### config.mk
export PLATFORM = sky130hd
export DESIGN_NAME = rr_arbiter_n
export DESIGN_NICKNAME = d
export VERILOG_FILES = /design/src/rtl/rr_arbiter_n.sv
export SDC_FILE = /design/constraint.sdc
export NUM_CORES = 1
export LEC_CHECK = 0
export ABC_CLOCK_PERIOD_IN_PS = 3180
export CORE_MARGIN = 2
export CORE_UTILIZATION = 30
export CTS_BUF_LIST = sky130_fd_sc_hd__clkbuf_8
export DETAILED_ROUTE_END_ITERATION = 7
export MAX_ROUTING_LAYER = met4
export SETUP_SLACK_MARGIN = 0.1
export SYNTH_ARGS = -nofsm -noshare
export SYNTH_HDL_FRONTEND = slang
export SYNTH_SLANG_ARGS = --single-unit
### constraint.sdc
create_clock -name clk -period 3.18 [get_ports clk]
set_input_delay 0.318 -clock clk [delete_from_list [all_inputs] [get_ports clk]]
set_output_delay 0.318 -clock clk [all_outputs]
set_load 0.1 [all_outputs]
### src/rtl/rr_arbiter_n.sv
// N-way valid/ready arbiter with a one-entry registered output stage.
// Round-robin or fixed priority; optional packet locking holds the grant until the tail flit.
module rr_arbiter_n #(
   parameter int NUM_REQ  = 4,
   parameter int WIDTH    = 8,
   parameter int RR_MODE  = 1,
   parameter int LOCK_PKT = 0,
   localparam int IDXW    = (NUM_REQ > 1) ? $clog2(NUM_REQ) : 1
) (
   input  logic                       clk,
   input  logic                       reset,
   input  logic [NUM_REQ-1:0]         req_valid,
   input  logic [NUM_REQ*WIDTH-1:0]   req_data,
   input  logic [NUM_REQ-1:0]         req_last,
   output logic [NUM_REQ-1:0]         req_ready,
   output logic                       out_valid,
   output logic [WIDTH-1:0]           out_data,
   output logic [IDXW-1:0]            out_winner,
   output logic                       out_last,
   input  logic                       out_ready
);

   logic [IDXW-1:0]    ptr_r;
   logic               lock_r;
   logic [IDXW-1:0]    lock_idx_r;
   logic               out_valid_r;
   logic [WIDTH-1:0]   out_data_r;
   logic [IDXW-1:0]    out_winner_r;
   logic               out_last_r;

   logic               load_en_s;
   logic [NUM_REQ-1:0] elig_s;
   logic               any_s;
   logic [IDXW-1:0]    grant_s;
   logic               xfer_s;
   logic               ptr_adv_s;
   logic [IDXW-1:0]    ptr_next_s;
   logic [WIDTH-1:0]   data_arr_s [NUM_REQ];

   // First eligible index at or after start, wrapping NUM_REQ-1 -> 0.
   function automatic logic [IDXW-1:0] pick(input logic [NUM_REQ-1:0] e,
                                            input logic [IDXW-1:0]    start);
      logic [IDXW-1:0] idx;
      logic [IDXW-1:0] sel;
      logic            hit;
      sel = '0;
      hit = 1'b0;
      idx = start;
      for (int i = 0; i < NUM_REQ; i++) begin
         if (!hit && e[idx]) begin
            sel = idx;
            hit = 1'b1;
         end
         idx = (idx == IDXW'(NUM_REQ - 1)) ? '0 : idx + IDXW'(1);
      end
      return sel;
   endfunction

   for (genvar gi = 0; gi < NUM_REQ; gi++) begin : g_unpack
      assign data_arr_s[gi] = req_data[gi*WIDTH +: WIDTH];
   end

   // Eligibility, winner selection and the ready handshake.
   always_comb begin
      load_en_s  = !out_valid_r || out_ready;
      elig_s     = req_valid;
      grant_s    = '0;
      req_ready  = '0;
      ptr_next_s = '0;
      if (lock_r) begin
         elig_s = req_valid & (NUM_REQ'(1) << lock_idx_r);
      end else begin
         elig_s = req_valid;
      end
      any_s = |elig_s;
      if (RR_MODE != 0) begin
         grant_s = pick(elig_s, ptr_r);
      end else begin
         grant_s = pick(elig_s, '0);
      end
      xfer_s = load_en_s && any_s;
      if (xfer_s) begin
         req_ready = NUM_REQ'(1) << grant_s;
      end else begin
         req_ready = '0;
      end
      // A locked multi-flit packet consumes a single round-robin turn.
      ptr_adv_s  = xfer_s && ((LOCK_PKT == 0) || req_last[grant_s]);
      ptr_next_s = (grant_s == IDXW'(NUM_REQ - 1)) ? '0 : grant_s + IDXW'(1);
   end

   // Output stage, rotation pointer and packet lock.
   always_ff @(posedge clk) begin
      if (reset) begin
         out_valid_r  <= 1'b0;
         out_data_r   <= '0;
         out_winner_r <= '0;
         out_last_r   <= 1'b0;
         ptr_r        <= '0;
         lock_r       <= 1'b0;
         lock_idx_r   <= '0;
      end else if (load_en_s) begin
         if (any_s) begin
            out_valid_r  <= 1'b1;
            out_data_r   <= data_arr_s[grant_s];
            out_winner_r <= grant_s;
            out_last_r   <= req_last[grant_s];
            if (LOCK_PKT != 0) begin
               lock_r     <= !req_last[grant_s];
               lock_idx_r <= grant_s;
            end
            if (ptr_adv_s) begin
               ptr_r <= ptr_next_s;
            end
         end else begin
            out_valid_r <= 1'b0;
         end
      end
   end

   assign out_valid  = out_valid_r;
   assign out_data   = out_data_r;
   assign out_winner = out_winner_r;
   assign out_last   = out_last_r;

endmodule

-- After elaboration in Yosys (flattened, before gate mapping)
Index checks and enable logic that the tools add are counted.
- add/sub/neg operators: 4
- bitwise gates (word level): 1
- mux-type cells: 26
- $mul: 0
- equality and inequality tests: 4
- reduce and logical (&&, ||, !) cells: 12
- shifts and indexed selects: 1
- divide/modulo/power cells: 0
- order comparisons: 6
- operator list (kind ; count):
    8-bit binary-select mux with 2-bit select ; 1
    2-bit two-way mux ; 8
    8-bit two-way mux ; 2
    2-bit by 3-bit less-than comparator with 1-bit output (second input constant) ; 5
    1-bit binary-select mux with 2-bit select ; 5
    1-bit two-way mux ; 9
    2-bit by 1-bit adder with 2-bit output (second input constant) ; 4
    2-bit == test (second input constant) ; 4
    1-bit logical AND ; 4
    1-bit zero test ; 4
    4-bit two-way mux ; 1
    4-bit OR reduction ; 1
    1-bit by 2-bit left shift with 4-bit output (first input constant) ; 1
    3-bit >= comparator (second input constant) ; 1
    2-bit NOT with 3-bit output ; 1
    3-bit AND reduction ; 1
    2-bit AND reduction ; 1
    1-bit logical OR ; 1
- word-level logic and storage cells: 59
- bits in registers: 14
- bits in read-only memories: 0
- memories kept: 0
- bits of input ports: 43
- bits in latches: 0
- RAM bits: 0

-- Logic depth before layout (Yosys ltp)
Gate-level depths: netlist of run 1.
- depth after elaboration: 16
- depth in mapped cells: 11

-- Worst setup path after synthesis of run 1
Ideal clock, no wire load.
- kind: register -> output
- start point: register ptr_r[1]
- end point: output req_ready[2]
- stages on the path, launching flop included: 10
- required time: 2.862 ns
- slack: 0.137 ns
- arrival time: 2.725 ns
- path through: dfxtp_1 ha_1 clkbuf_8 or4bb_2 o2111ai_1 a211oi_4 buf_6 inv_1 ha_1 and2_1
- cells in the longest elaborated chain, start to end: 14
- RTL lines (what ; line ; source):
    start, declared ; 23 ; logic [IDXW-1:0] ptr_r;
    start signal, assigned ; 113 ; ptr_r <= ptr_next_s;
    branches (longest 11 deep; another with 2-bit by 1-bit adder with 2-bit output) ; - ;
    2-bit two-way mux (*) ; 50 ; if (!hit && e[idx]) begin
    named net grant_s[1] ; 34 ; logic [IDXW-1:0] grant_s;
    1-bit by 2-bit left shift with 4-bit output (*) ; 83 ; req_ready = NUM_REQ'(1) << grant_s;
    4-bit two-way mux (*) ; 82 ; if (xfer_s) begin
    end, declared ; 15 ; output logic [NUM_REQ-1:0] req_ready,
Mark *: on every way through the listed nets, which the timed path passes. The select of a mux whose other input is x is not followed.

-- Final worst setup path of run 1
- start point: input req_valid[1]
- end point: output req_ready[3]
- cells in the longest elaborated chain, start to end: 14
- RTL lines (what ; line ; source):
    start, declared ; 12 ; input logic [NUM_REQ-1:0] req_valid,
    1-bit binary-select mux with 2-bit select ; 50 ;
    1-bit two-way mux (implied by the code) ; 50 ;
    1-bit two-way mux ; 50 ;
    1-bit zero test ; 50 ;
    1-bit logical AND ; 50 ;
    1-bit two-way mux ; 50 ;
    1-bit zero test ; 50 ;
    1-bit logical AND ; 50 ;
    1-bit two-way mux ; 50 ;
    1-bit zero test ; 50 ;
    1-bit logical AND ; 50 ;
    2-bit two-way mux (*) ; 50 ;
    named net grant_s[1] ; 34 ;
    1-bit by 2-bit left shift with 4-bit output (*) ; 83 ;
    4-bit two-way mux (*) ; 82 ;
Mark *: on every way through the listed nets, which the timed path passes. The rest lies on a longest branch. The select of a mux whose other input is x is not followed.

==> impl_metrics.env, run 1 <==
export IMPL_synthFlopType="dfxtp_1"
export IMPL_vias=1285
export IMPL_tightest_slew_ps=988
export IMPL_pwr_density_cell_nw_per_um2=1060
export IMPL_synth_yosys_warnings=0
export IMPL_rows=24
export IMPL_drtAntennaViolNets=0
export IMPL_crit_type="input port to output pin"
export IMPL_synth_top_area_frac=0.213
export IMPL_min_period_ps=2940
export IMPL_wl_um=3550
export IMPL_portBuffers=58
export IMPL_yosysSeqAreaShare=0.213
export IMPL_netlist_area_um2=1320
export IMPL_peakVddDrop_uv=665
export IMPL_min_period_over_period=0.924
export IMPL_die_h_um=70.3
export IMPL_cts_tree="built"
export IMPL_final_core_util=0.460
export IMPL_p_leak_uw=0.000825
export IMPL_io_pins=59
export IMPL_clkSlewWorstSetupHoldPaths_ps=60
export IMPL_viasPerCell=5.20
export IMPL_clock_latency_ps=240
export IMPL_critPathCapture="req_ready[3]"
export IMPL_dr_pass1_iters=4
export IMPL_cts_root_buf="clkbuf_8"
export IMPL_drive_above_1_share=0.144
export IMPL_cts_hold_buf=0
export IMPL_clkSinkCount=14
export IMPL_route_detailed_drc=0
export IMPL_reg2reg_depth=10
export IMPL_hpwl_um=2740
export IMPL_fin_nets=245
export IMPL_seqCellArea_um2=280
export IMPL_netlist_instances=140
export IMPL_r2r_start="ptr_r[0]"
export IMPL_max_freq_mhz=340
export IMPL_ys_types=38
export IMPL_finClkSkew_ps=1.79
export IMPL_diodes=0
export IMPL_rsz0062_at_grt="no"
export IMPL_yosys_area_top_type="dfxtp_1"
export IMPL_fin_setup_tns_ps=0
export IMPL_r2r_slack_ps=630
export IMPL_grt_pass1_vias=1254
export IMPL_critPathLaunch="req_valid[1]"
export IMPL_area_delta_synth_final_pct=49.9
export IMPL_report_final_slew_viol_count=0
export IMPL_hold_class="flop to flop"
export IMPL_slew_headroom=0.339
export IMPL_clockBufferDepth=2
export IMPL_start_util=0.307
export IMPL_rr_endpoint="out_data[3]"
export IMPL_p_total_uw=2100
export IMPL_synth_seq_cells=14
export IMPL_cp_end_kind="output pin"
export IMPL_grt_use_total=0.152
export IMPL_setup_viol=0
export IMPL_cap_violations=0
export IMPL_dpl_cell_count=243
export IMPL_synth_edf_count=0
export IMPL_path_max_fanout=9
export IMPL_fin_area_um2=1980
export IMPL_dpl_cell_area_um2=1900
export IMPL_ctsHtreeMaxLevel=1
export IMPL_routedWlPerCell_um=14.4
export IMPL_cp_required_ps=2860
export IMPL_synthesis_nets=188
export IMPL_worstPathArrival_ps=2620
export IMPL_ys_top_cells_by_area="dfxtp_1 21%, mux2i_1 17%, buf_6 6.0%, o221ai_1 6.0%, nand3b_1 5.7%"
export IMPL_syn_avg_cell_area_um2=9.42
export IMPL_cts_buffers=3
export IMPL_die_x_um=70.3
export IMPL_fillers=400
export IMPL_multiInputGateArea_um2=885
export IMPL_die_area_um2=4940
export IMPL_finalNonFillerCells=247
export IMPL_initialDrtViolationCount=57
export IMPL_hold_viol=0
export IMPL_grt_pass1_wl_um=5980
export IMPL_status="complete, no violations"
export IMPL_overflow=0
export IMPL_coreArea_um2=4290
export IMPL_grt_max_degree=18
export IMPL_antenna_found_initial=0
export IMPL_synthArstFlopShare=0
export IMPL_place_congestion=0.793
export IMPL_cp_start_kind="input port"
[worst max-delay path, cell delays in order]
cell and delay (ps):
clkdlybuf4s50_1 660, and3b_2 260, o211ai_2 200, o2111ai_2 210, a211oi_4 250, buf_6 150, inv_1 60, ha_1 170
and2_1 160, buf_12 170
[cells in the mapped netlist, drive strengths merged (3+ instances only)]
master   n
and3b    3
or3      3
o221ai   9
buf      9
clkbuf   5
mux2i   22
inv      3
nor3b    3
a21oi    7
nand2    8
nand2b   3
nor2b    4
ha       5
a211oi   5
nor2     3
nand3b  10
and2     5
o21ai    4
dfxtp   14
[report_power, final]
part           switching (µW)  total [µW]  internal (µW)
registers                45.5         295            250
logic                    1080        1660            583
clock network            57.7         141           83.6
[per-layer routing]
layer,GRT usage,part of all wire,vias up
li1,-,-,628
met1,0.180,0.43,604
met2,0.253,0.49,49
met3,0.0317,0.061,4
met4,0.0577,0.014,0
met5,-,0,-
[layout make-up]
class | count | share of cell area
tap | 52 | 0.0329
sequential | 14 | 0.142
inverter | 3 | 0.00570
timing repair buffer | 67 | 0.351
clock buffer | 3 | 0.0209
multi-input combinational | 108 | 0.447
[logic make-up after synthesis]
kind of cell | share of synthesized area
compound gates | 0.203
fa+ha+maj | 0.0474
buf+inv | 0.134
flops | 0.213
mux | 0.167
simple gates | 0.236
[repair_timing]
action                                  CTS  global route
buffers inserted                          0             1
endpoints found under the setup margin    0             4
gates resized for setup                   0             5
[metrics by stage]
stage	worst slack, ps	hold WS (ps)
global placement	286	490
floorplan	137	518
CTS	121	504
global route	121	520
detailed placement	153	484
finish	242	497
[how the worst min path moves through the flow]
stage / startpoint / end / slack (ps) / depth (start not counted)
floorplan: req_data[23] / out_data[7] / 520 / 2
global placement: out_last / out_last / 490 / 2
detailed placement: out_data[6] / out_data[6] / 480 / 2
CTS: out_winner[1] / out_winner[1] / 500 / 2
global route: out_winner[1] / out_winner[1] / 520 / 2
finish: out_winner[1] / out_winner[1] / 500 / 2
[layout by cell type (no fill, tap or decap), types with 2 or more instances in the layout]
master	netlist	layout
a211oi_1	4	4
a21oi_1	7	7
and2_1	5	5
and3b_1	2	2
buf_12	0	4
buf_4	2	8
clkbuf_8	4	3
clkdlybuf4s50_1	0	53
dfxtp_1	14	14
ha_1	5	4
inv_1	3	3
mux2i_1	22	21
nand2_1	8	8
nand2b_1	3	3
nand3b_1	10	10
nor2_1	3	3
nor2b_1	4	4
nor3b_1	3	3
o21ai_0	4	4
o221ai_1	9	9
or3_1	3	3
[registers in the layout, indices dropped and copies added, names as in the netlist]
name        flops
out_data        8
out_last        1
out_valid       1
out_winner      2
ptr_r           2
Power figures use the tool's default switching activity.
==> run 2, diff against run 1 <==
--- a/config.mk
+++ b/config.mk
@@ -12,6 +12,7 @@
 export DETAILED_ROUTE_END_ITERATION = 7
 export MAX_ROUTING_LAYER = met4
 export SETUP_SLACK_MARGIN = 0.1
+export SLEW_MARGIN = 20
 export SYNTH_ARGS = -nofsm -noshare
 export SYNTH_HDL_FRONTEND = slang
 export SYNTH_SLANG_ARGS = --single-unit
==> results of run 2 <==
Final layout, timing and power as in run 1 (identical DEF).
==> run 3, diff against run 2 <==
--- a/config.mk
+++ b/config.mk
@@ -6,9 +6,10 @@
 export NUM_CORES = 1
 export LEC_CHECK = 0
 export ABC_CLOCK_PERIOD_IN_PS = 3180
+export CAP_MARGIN = 20
 export CORE_MARGIN = 2
 export CORE_UTILIZATION = 30
-export CTS_BUF_LIST = sky130_fd_sc_hd__clkbuf_8
+export CTS_BUF_LIST = sky130_fd_sc_hd__clkbuf_4 sky130_fd_sc_hd__clkbuf_8
 export DETAILED_ROUTE_END_ITERATION = 7
 export MAX_ROUTING_LAYER = met4
 export SETUP_SLACK_MARGIN = 0.1
==> results of run 3 <==
Final layout, timing and power as in run 1 (identical DEF).
